File: config.mk
export PLATFORM = sky130hd
export DESIGN_NAME = lzd_normalize_arbiter
export DESIGN_NICKNAME = d
export VERILOG_FILES = /design/src/rtl/lzd_normalize_arbiter.sv
export SDC_FILE = /design/constraint.sdc
export NUM_CORES = 1
export LEC_CHECK = 0
export CORE_UTILIZATION = 44
export DETAILED_ROUTE_END_ITERATION = 16
export DONT_BUFFER_PORTS = 1
export GPL_TIMING_DRIVEN = 1
export PLACE_DENSITY_LB_ADDON = 0.25
export SLEW_MARGIN = 5
export SYNTH_ARGS = -nofsm -noshare
export SYNTH_HDL_FRONTEND = slang
export SYNTH_SLANG_ARGS = --single-unit
File: constraint.sdc
create_clock -name clk -period 7.4 [get_ports clk]
set_input_delay 0.74 -clock clk [delete_from_list [all_inputs] [get_ports clk]]
set_output_delay 0.74 -clock clk [all_outputs]
set_load 0.02 [all_outputs]
File: src/rtl/lzd_normalize_arbiter.sv
// lzd_normalize_arbiter
// One leading-zero counter and left shifter shared by several requesters.
// A round-robin arbiter picks one request per cycle, and the chosen request is
// normalized combinationally. The result lands in a single output register.
//
// Handshake rule (both sides): a transfer happens on a rising edge where valid
// and ready are both high. Ready never waits for the same port's valid, apart
// from the arbitration itself. A source keeps its payload stable while
// valid && !ready.
module lzd_normalize_arbiter #(
  parameter int REQUESTERS = 2,
  parameter int TAG_WIDTH  = 4
) (
  input  logic                                  clk,
  input  logic                                  reset_n,
  input  logic [REQUESTERS-1:0]                 req_valid,
  output logic [REQUESTERS-1:0]                 req_ready,
  input  logic [REQUESTERS-1:0][31:0]           req_value,
  input  logic [REQUESTERS-1:0][TAG_WIDTH-1:0]  req_tag,
  output logic                                  out_valid,
  input  logic                                  out_ready,
  output logic [31:0]                           out_value,
  output logic [4:0]                            out_zeros,
  output logic                                  out_zero,
  output logic [$clog2(REQUESTERS)-1:0]         out_src,
  output logic [TAG_WIDTH-1:0]                  out_tag
);

  localparam int SRC_W = $clog2(REQUESTERS);

  // Count leading zeros of a 32-bit word. An all-zero word reports 31, the
  // same count as 1. The out_zero flag tells those two cases apart.
  function automatic logic [4:0] lzc32(input logic [31:0] v);
    logic [4:0] z;
    z = 5'd31;
    for (int i = 0; i < 32; i++) begin
      if (v[i]) z = 5'(31 - i);
    end
    return z;
  endfunction

  logic [SRC_W-1:0]     ptr_q, ptr_d;
  logic                 out_valid_q;
  logic [31:0]          out_value_q;
  logic [4:0]           out_zeros_q;
  logic                 out_zero_q;
  logic [SRC_W-1:0]     out_src_q;
  logic [TAG_WIDTH-1:0] out_tag_q;

  logic                 stage_free;
  logic                 grant_found;
  logic [SRC_W-1:0]     grant_idx;
  logic                 xfer;
  logic [31:0]          sel_value;
  logic [TAG_WIDTH-1:0] sel_tag;
  logic [4:0]           sel_zeros;

  // The output stage can accept a new result when it is empty or is being drained.
  assign stage_free = !out_valid_q || out_ready;

  // Round-robin search: take the first valid requester at or after ptr, and wrap around.
  always_comb begin
    grant_found = 1'b0;
    grant_idx   = '0;
    for (int i = 0; i < REQUESTERS; i++) begin
      int idx;
      idx = int'(ptr_q) + i;
      if (idx >= REQUESTERS) idx = idx - REQUESTERS;
      if (!grant_found && req_valid[SRC_W'(idx)]) begin
        grant_found = 1'b1;
        grant_idx   = SRC_W'(idx);
      end
    end
  end

  // Ready goes one-hot to the winner only when the stage is free and reset is released.
  always_comb begin
    req_ready = '0;
    if (reset_n && stage_free && grant_found) begin
      req_ready[grant_idx] = 1'b1;
    end
  end

  assign xfer = |(req_valid & req_ready);

  // Select the winner's payload and normalize it so its leading one sits at bit 31.
  always_comb begin
    sel_value = req_value[grant_idx];
    sel_tag   = req_tag[grant_idx];
    sel_zeros = lzc32(sel_value);
  end

  // After a transfer the pointer moves to the requester just past the winner.
  always_comb begin
    ptr_d = ptr_q;
    if (xfer) begin
      if (grant_idx == SRC_W'(REQUESTERS - 1)) ptr_d = '0;
      else                                     ptr_d = grant_idx + SRC_W'(1);
    end
  end

  // Output register and arbitration pointer.
  // An output accept that comes with a new transfer reloads the register.
  always_ff @(posedge clk or negedge reset_n) begin
    if (!reset_n) begin
      ptr_q       <= '0;
      out_valid_q <= 1'b0;
      out_value_q <= '0;
      out_zeros_q <= '0;
      out_zero_q  <= 1'b0;
      out_src_q   <= '0;
      out_tag_q   <= '0;
    end else begin
      ptr_q <= ptr_d;
      if (xfer) begin
        out_valid_q <= 1'b1;
        out_value_q <= sel_value << sel_zeros;
        out_zeros_q <= sel_zeros;
        out_zero_q  <= (sel_value == 32'd0);
        out_src_q   <= grant_idx;
        out_tag_q   <= sel_tag;
      end else if (out_ready) begin
        out_valid_q <= 1'b0;
      end
    end
  end

  assign out_valid = out_valid_q;
  assign out_value = out_value_q;
  assign out_zeros = out_zeros_q;
  assign out_zero  = out_zero_q;
  assign out_src   = out_src_q;
  assign out_tag   = out_tag_q;

endmodule

Yosys cells after proc, flatten, opt, wreduce, memory -nomap -nowiden. Cells that the tools add are included.

Bits in registers: 45. Bits in latches: 0. Bits in writable memories: 0. Memory bits (read-only): 0. Input bits: 77. Output and inout bits: 46. Word-level logic and storage cells: 80. Memories kept: 0.

Add/subtract/negate cells: 4. Multipliers: 0. Div/mod/pow operators: 0. Magnitude comparators: 6. Eq/ne operators: 0. Shift-type cells: 1. Muxes and demuxes: 51. Bitwise gates (word level): 1. Reductions and logical operators: 10.

Operators with widths (number): $mux 5 (30); $mux 32 (2); $logic_not 32->1 (1); $shl 32x5->32 (1); $mux 1 (15); $mux 4 (2); $lt 1x3->1 const B (2); $logic_and 1x1->1 (4); $add 1x1->2 const B (1); $and 2x2->2 (1); $ge 1x2->1 const B (1); $ge 2x2->1 const B (1); $logic_not 1->1 (2); $lt 1x2->1 const B (1); $mux 2 (1); $reduce_bool 2->1 (1); $reduce_or 2->1 (1); $sub 1x1->1 const B (2); $add 1x1->1 const B (1); $demux 1 s1 (1); $ge 1x1->1 const B (1); $logic_or 1x1->1 (1).

Longest topological paths before layout.
Depth after elaboration: 43. Gate-level depth with buffers: 15. Gate-level depth less buffers: 10.

Worst setup path after synthesis. No wires, ideal clock.

Path type: input-to-reg. From: input req_valid[0]. To: register out_value_q[30] (netlist: out_value[30]). Library setup time: 126 ps. Data arrival time: 3439 ps. Required time: 7274 ps. Slack: 3835 ps. Cell stages on the path: 12. Path buffers: 3. Path through: buf_6 -> buf_4 -> and4bb_2 -> o2bb2a_4 -> a211o_1 -> a211oi_4 -> buf_6 -> mux4_2 -> mux2i_1 -> mux2i_1 -> mux2_4 -> a221o_1.

Cells in the longest elaborated chain, start to end: 40. Elaborated cells on any way between the ends: 53. Classes of those cells: order compare: 2; shift: 1; mux: 44; bitwise: 1; reduce/logical: 5.

Ends and longest elaborated chain: start: declaration (RTL line 16) `input logic [REQUESTERS-1:0] req_valid,`; $mux 1 (not written as such) (2 in a row) (RTL line 69) `if (!grant_found && req_valid[SRC_W'(idx)]) begin`; $mux 1 (RTL line 69); $logic_not 1->1 (RTL line 69); $logic_and 1x1->1 (RTL line 69); $mux 1 (RTL line 69); $mux 32 (not written as such) (2 in a row) (RTL line 88) `sel_value = req_value[grant_idx];`; $mux 1 (RTL line 37) `if (v[i]) z = 5'(31 - i);`; $mux 5 (30 in a row) (RTL line 37); $shl 32x5->32 (RTL line 117) `out_value_q <= sel_value << sel_zeros;`; end signal: assignment (RTL line 117); end: declaration (RTL line 44) `logic [31:0] out_value_q;`.

Several ways; a longest one is shown, not always the timed one. The select of a mux whose other input is x is not followed. A chain may end at the register's enable or synchronous reset.

Worst setup path after layout.
From: register ptr_q. To: register out_value_q[25] (netlist: out_value[25]).

Cells in the longest elaborated chain, start to end: 38. Elaborated cells on any way between the ends: 51. Classes of those cells: add/sub: 3; order compare: 4; shift: 1; mux: 40; bitwise: 1; reduce/logical: 2.

Ends and longest elaborated chain: start: declaration (RTL line 42) `logic [SRC_W-1:0] ptr_q, ptr_d;`; start signal: assignment (RTL line 114) `ptr_q <= ptr_d;`; $add 1x1->2, or another cell as far along (RTL line 67) `idx = int'(ptr_q) + i;`; $ge 2x2->1, or another cell as far along (RTL line 68) `if (idx >= REQUESTERS) idx = idx - REQUESTERS;`; $mux 1, on equally long branches (RTL line 68, 69); $mux 1 (*) (RTL line 69); $mux 32 (not written as such) (2 in a row) (RTL line 88); $mux 1 (RTL line 37); $mux 5 (30 in a row) (RTL line 37); $shl 32x5->32 (RTL line 117).

Mark *: on every way between the ends. The rest lies on a longest branch, timed or not. The select of a mux whose other input is x is not followed.

==> metrics.md <==
| Metric | Value |
|---|---|
| Result of the run | completed |
| Clock sinks | 45 |
| Routability cong. | 0.885 |
| Post-CTS setup buffers | 0 |
| Class of the tightest hold or removal check | in -> async |
| Layout overhead on the synthesized area | 2.78% |
| Number of antenna violations at the first check in global routing | 0 |
| Commonest non-fill, non-tap cell in the layout | mux2i_1 |
| Routed length per placed instance | 21.9 um |
| Largest clock skew in the final design | about 12 ps |
| Leading cell types in the layout, fill and taps excluded | mux2i_1 (67), nor2_1 (51), dfrtp_1 (45) |
| Leak | 1.95 nW |
| Data arrival time of the critical path | 4560 ps |
| Drt drc | 0 |
| Root buffer cell | clkbuf_8 |
| Die extent in y | around 100 um |
| Diode count | 0 |
| Detailed router's first-iteration violation count | 257 |
| Largest delay share family, worst path | compound AO/OA/AOI/OAI gates |
| Number of rows in the core area | 36 |
| Post-Syn Nets | roughly 570 |
| Post-Place Cell Area | 4490 sq um |
| Maximum number of pins on one net before global-route repair | 48 |
| Required time of the worst setup path | 7590 ps |
| Power, Total | 1.23 mW |
| Die outline area | 10500 sq um |
| Number of vias per cell after detailed routing | 6.66 |
| Endpoints failing setup | 0 |
| Highest routed metal layer | met4 |
| Initial core utilization | 45.6% |
| Max-Cap Viols | 0 |
| Count of buffers from port buffering | 0 |
| Netlist Area Pre-Place | 4460 sq um |
| Share of post-route cells with drive strength above 1 | 11.1% |
| Synth Register Bits | 45 |
| Total of warnings raised by yosys | 0 |
| Slew at the pin with the worst max-slew slack | 1050 ps |
| DR vias | 3995 |
| Fmax | approximately 230 MHz |
| Most instantiated flip-flop cell in the synthesis netlist | dfrtp_1 |
| Routed met1 length | 6110 um |
| Mean instance size in the synthesized netlist | 9.13 sq um |
| Post_cts resized | 0 |
| HPWL after detailed placement | 10100 um |
| Critical path fanouts, max | 38 |
| Final #Nets | around 540 |
| Headroom to the max-slew limit | 28.2% |
| Element type at the critical path end | register |
| Number of different library cells in the post-synthesis netlist | 67 |
| WL met2 | 5610 um |
| Slowest library cell on the worst path | a211oi_4 |
| Post-DRT Antenna Nets | 0 |
| Sum of routed wire length over all layers | 13100 um |
| VDD IR-drop max | approximately 0.094 mV |
| RSZ-0062 raised after global routing | no |
| Startpoint type of the worst setup path | register |
| Met3 wirelength from detailed routing | 1160 um |
| Final slew viol count | 0 |
| Core Region | 9770 sq um |
| Path type of the worst setup path | reg -> reg |
| Number of global-route vias before repair | between 3000 and 4000 |
| First-pass GRT wire length | 20900 um |
| Die outline width | just over 100 um |
| 1st-pass router iterations | 4 |
| Clock latency on the worst-skew pair | between 300 and 400 ps |
| H-tree depth reported by CTS | 2 |
| Max Root-Sink Buffers | 2 |
| Clk slew on worst S/H paths | 90 ps |
| Fraction of synthesized cell area taken by the top area cell type | 25.3% |
| Highest cell delay on the worst timing path | ~850 ps |
| Overall fraction of global-route tracks in use | between 20% and 30% |
| I/O pin count | 123 |
| Final number of hold-violating endpoints | 0 |
| Final critical path time including I/O delays and setup | 4370 ps |
| Async set-or-reset flop fraction in the synthesized netlist | 100% |
| Synthesized netlist cell count | 488 |
| Cells taking the most area after synthesis | dfrtp_1 (25%), mux2i_1 (15%), mux4_2 (7.1%) |
| Count of buffering cells on the critical path with inverters included | 3 |
| Post-route design area | 4580 sq um |
| TNS Setup | 0 ps |
| Critical path, cell by cell | buf_4 > nand2_2 > buf_4 > mux2i_1 > a31oi_1 > a211oi_4 > buf_4 > mux4_2 > nand3_1 > mux2i_1 > a21oi_1 > a21oi_1 |
| Clock buffer count from CTS | 5 |
| CTS Hold Buffers Added | 0 |
| Power density cells | 268 nW/um^2 |
| Crit-path most repeated cell | buf_4 |
| Clock tree from TritonCTS | built |
| Final period util | 59.0% |
| Most area-hungry cell type in the Yosys netlist | dfrtp_1 |
| Number of enable-type register cells in the synthesized netlist | 0 |
| Proportion of synthesized chip area in sequential cells | approximately a quarter |
| Remaining Overflow, GRT | 0 |
-- synthesized netlist by cell type (3+ instances only) --
cell,count
a211o_1,7
a211oi_1,20
a21o_1,4
a21oi_1,31
a221o_1,4
a221oi_1,10
a22o_1,8
a22oi_1,3
a31oi_1,8
and2_1,4
buf_2,14
buf_6,6
clkbuf_1,14
dfrtp_1,45
inv_1,9
mux2_2,5
mux2i_1,67
mux4_1,5
mux4_2,14
nand2_1,39
nand2b_1,5
nand3_1,3
nand4bb_1,4
nor2_1,51
nor2b_1,9
nor3_1,14
nor4bb_1,4
o21a_1,3
o21ai_0,16
o21ai_1,5
o221ai_1,3
o31ai_1,6
-- cell families (layout without fill, tap and decap cells) --
family / Yosys count / after routing / share of synthesized area (%)
AO/OA/AOI/OAI: 155 / 155 / 25.6
AND/OR/NAND/NOR: 147 / 147 / 16.5
multiplexers: 92 / 92 / 26.7
buffers and inverters: 49 / 28 / 5.98
flip-flops: 45 / 45 / 25.3
-- flip-flops by register name, summed over array words and instances (netlist names) --
register   cells
out_valid      1
out_value     32
out_src        1
out_tag        4
ptr_q          1
out_zero       1
out_zeros      5
-- per-layer routing --
| metal | vias to the layer above | GRT usage [%] |
|---|---|---|
| met1 | 1934 | 37.7 |
| met2 | 186 | 36.6 |
| met3 | 18 | 5.63 |
| met4 | 0 | 8.02 |
| li1 | 1857 | - |
| met5 | - | 0 |
-- path summary, 6_finish.rpt --
path,from,to,slack [ps],cells past startpoint
max,ptr_q,out_value[25],3030,12
min,reset_n,out_zeros[4],110,0
max reg2reg,ptr_q,out_value[25],3030,12
min reg2reg,out_value[15],out_value[15],640,2
max in group asynchronous,reset_n,out_value[8],7190,0
min in group clk,req_tag[6],out_tag[2],570,2
-- worst register-to-register path: stages (launching register included) --
cell,delay [ps]
dfrtp_1,370
buf_4,240
nand2_2,450
buf_4,450
mux2i_1,370
a31oi_1,190
a211oi_4,850
buf_4,450
mux4_2,370
nand3_1,170
mux2i_1,100
a21oi_1,150
a21oi_1,90
-- report_power, final --
part	total, mW	internal [mW]	switching [mW]
logic	0.561	0.242	0.319
registers	0.514	0.335	0.179
clock network	0.153	0.0653	0.0880
-- cell type report --
| type | instances | area [sq um] |
|---|---|---|
| multi-input cells | 394 | 3090 |
| inverters | 10 | 37.5 |
| flip-flops and latches | 45 | 1130 |
| clock buffers | 5 | 68.8 |
| clock inverters | 3 | 17.5 |
| fillers | 984 | 5190 |
| well taps | 133 | 166 |
| repair buffers | 10 | 75.1 |
-- metrics by stage --
stage                     cells  utilization, %  setup slack [ps]  hold slack, ps
after global routing        600            46.9              2640            94.0
after global placement      592            46.0              3140             445
after floorplan             488               -              3830             444
after detailed placement    592            46.0              2950             445
after CTS                   600            46.9              3010             109
final                       600            46.9              3030             114
Power figures use the tool's default switching activity.
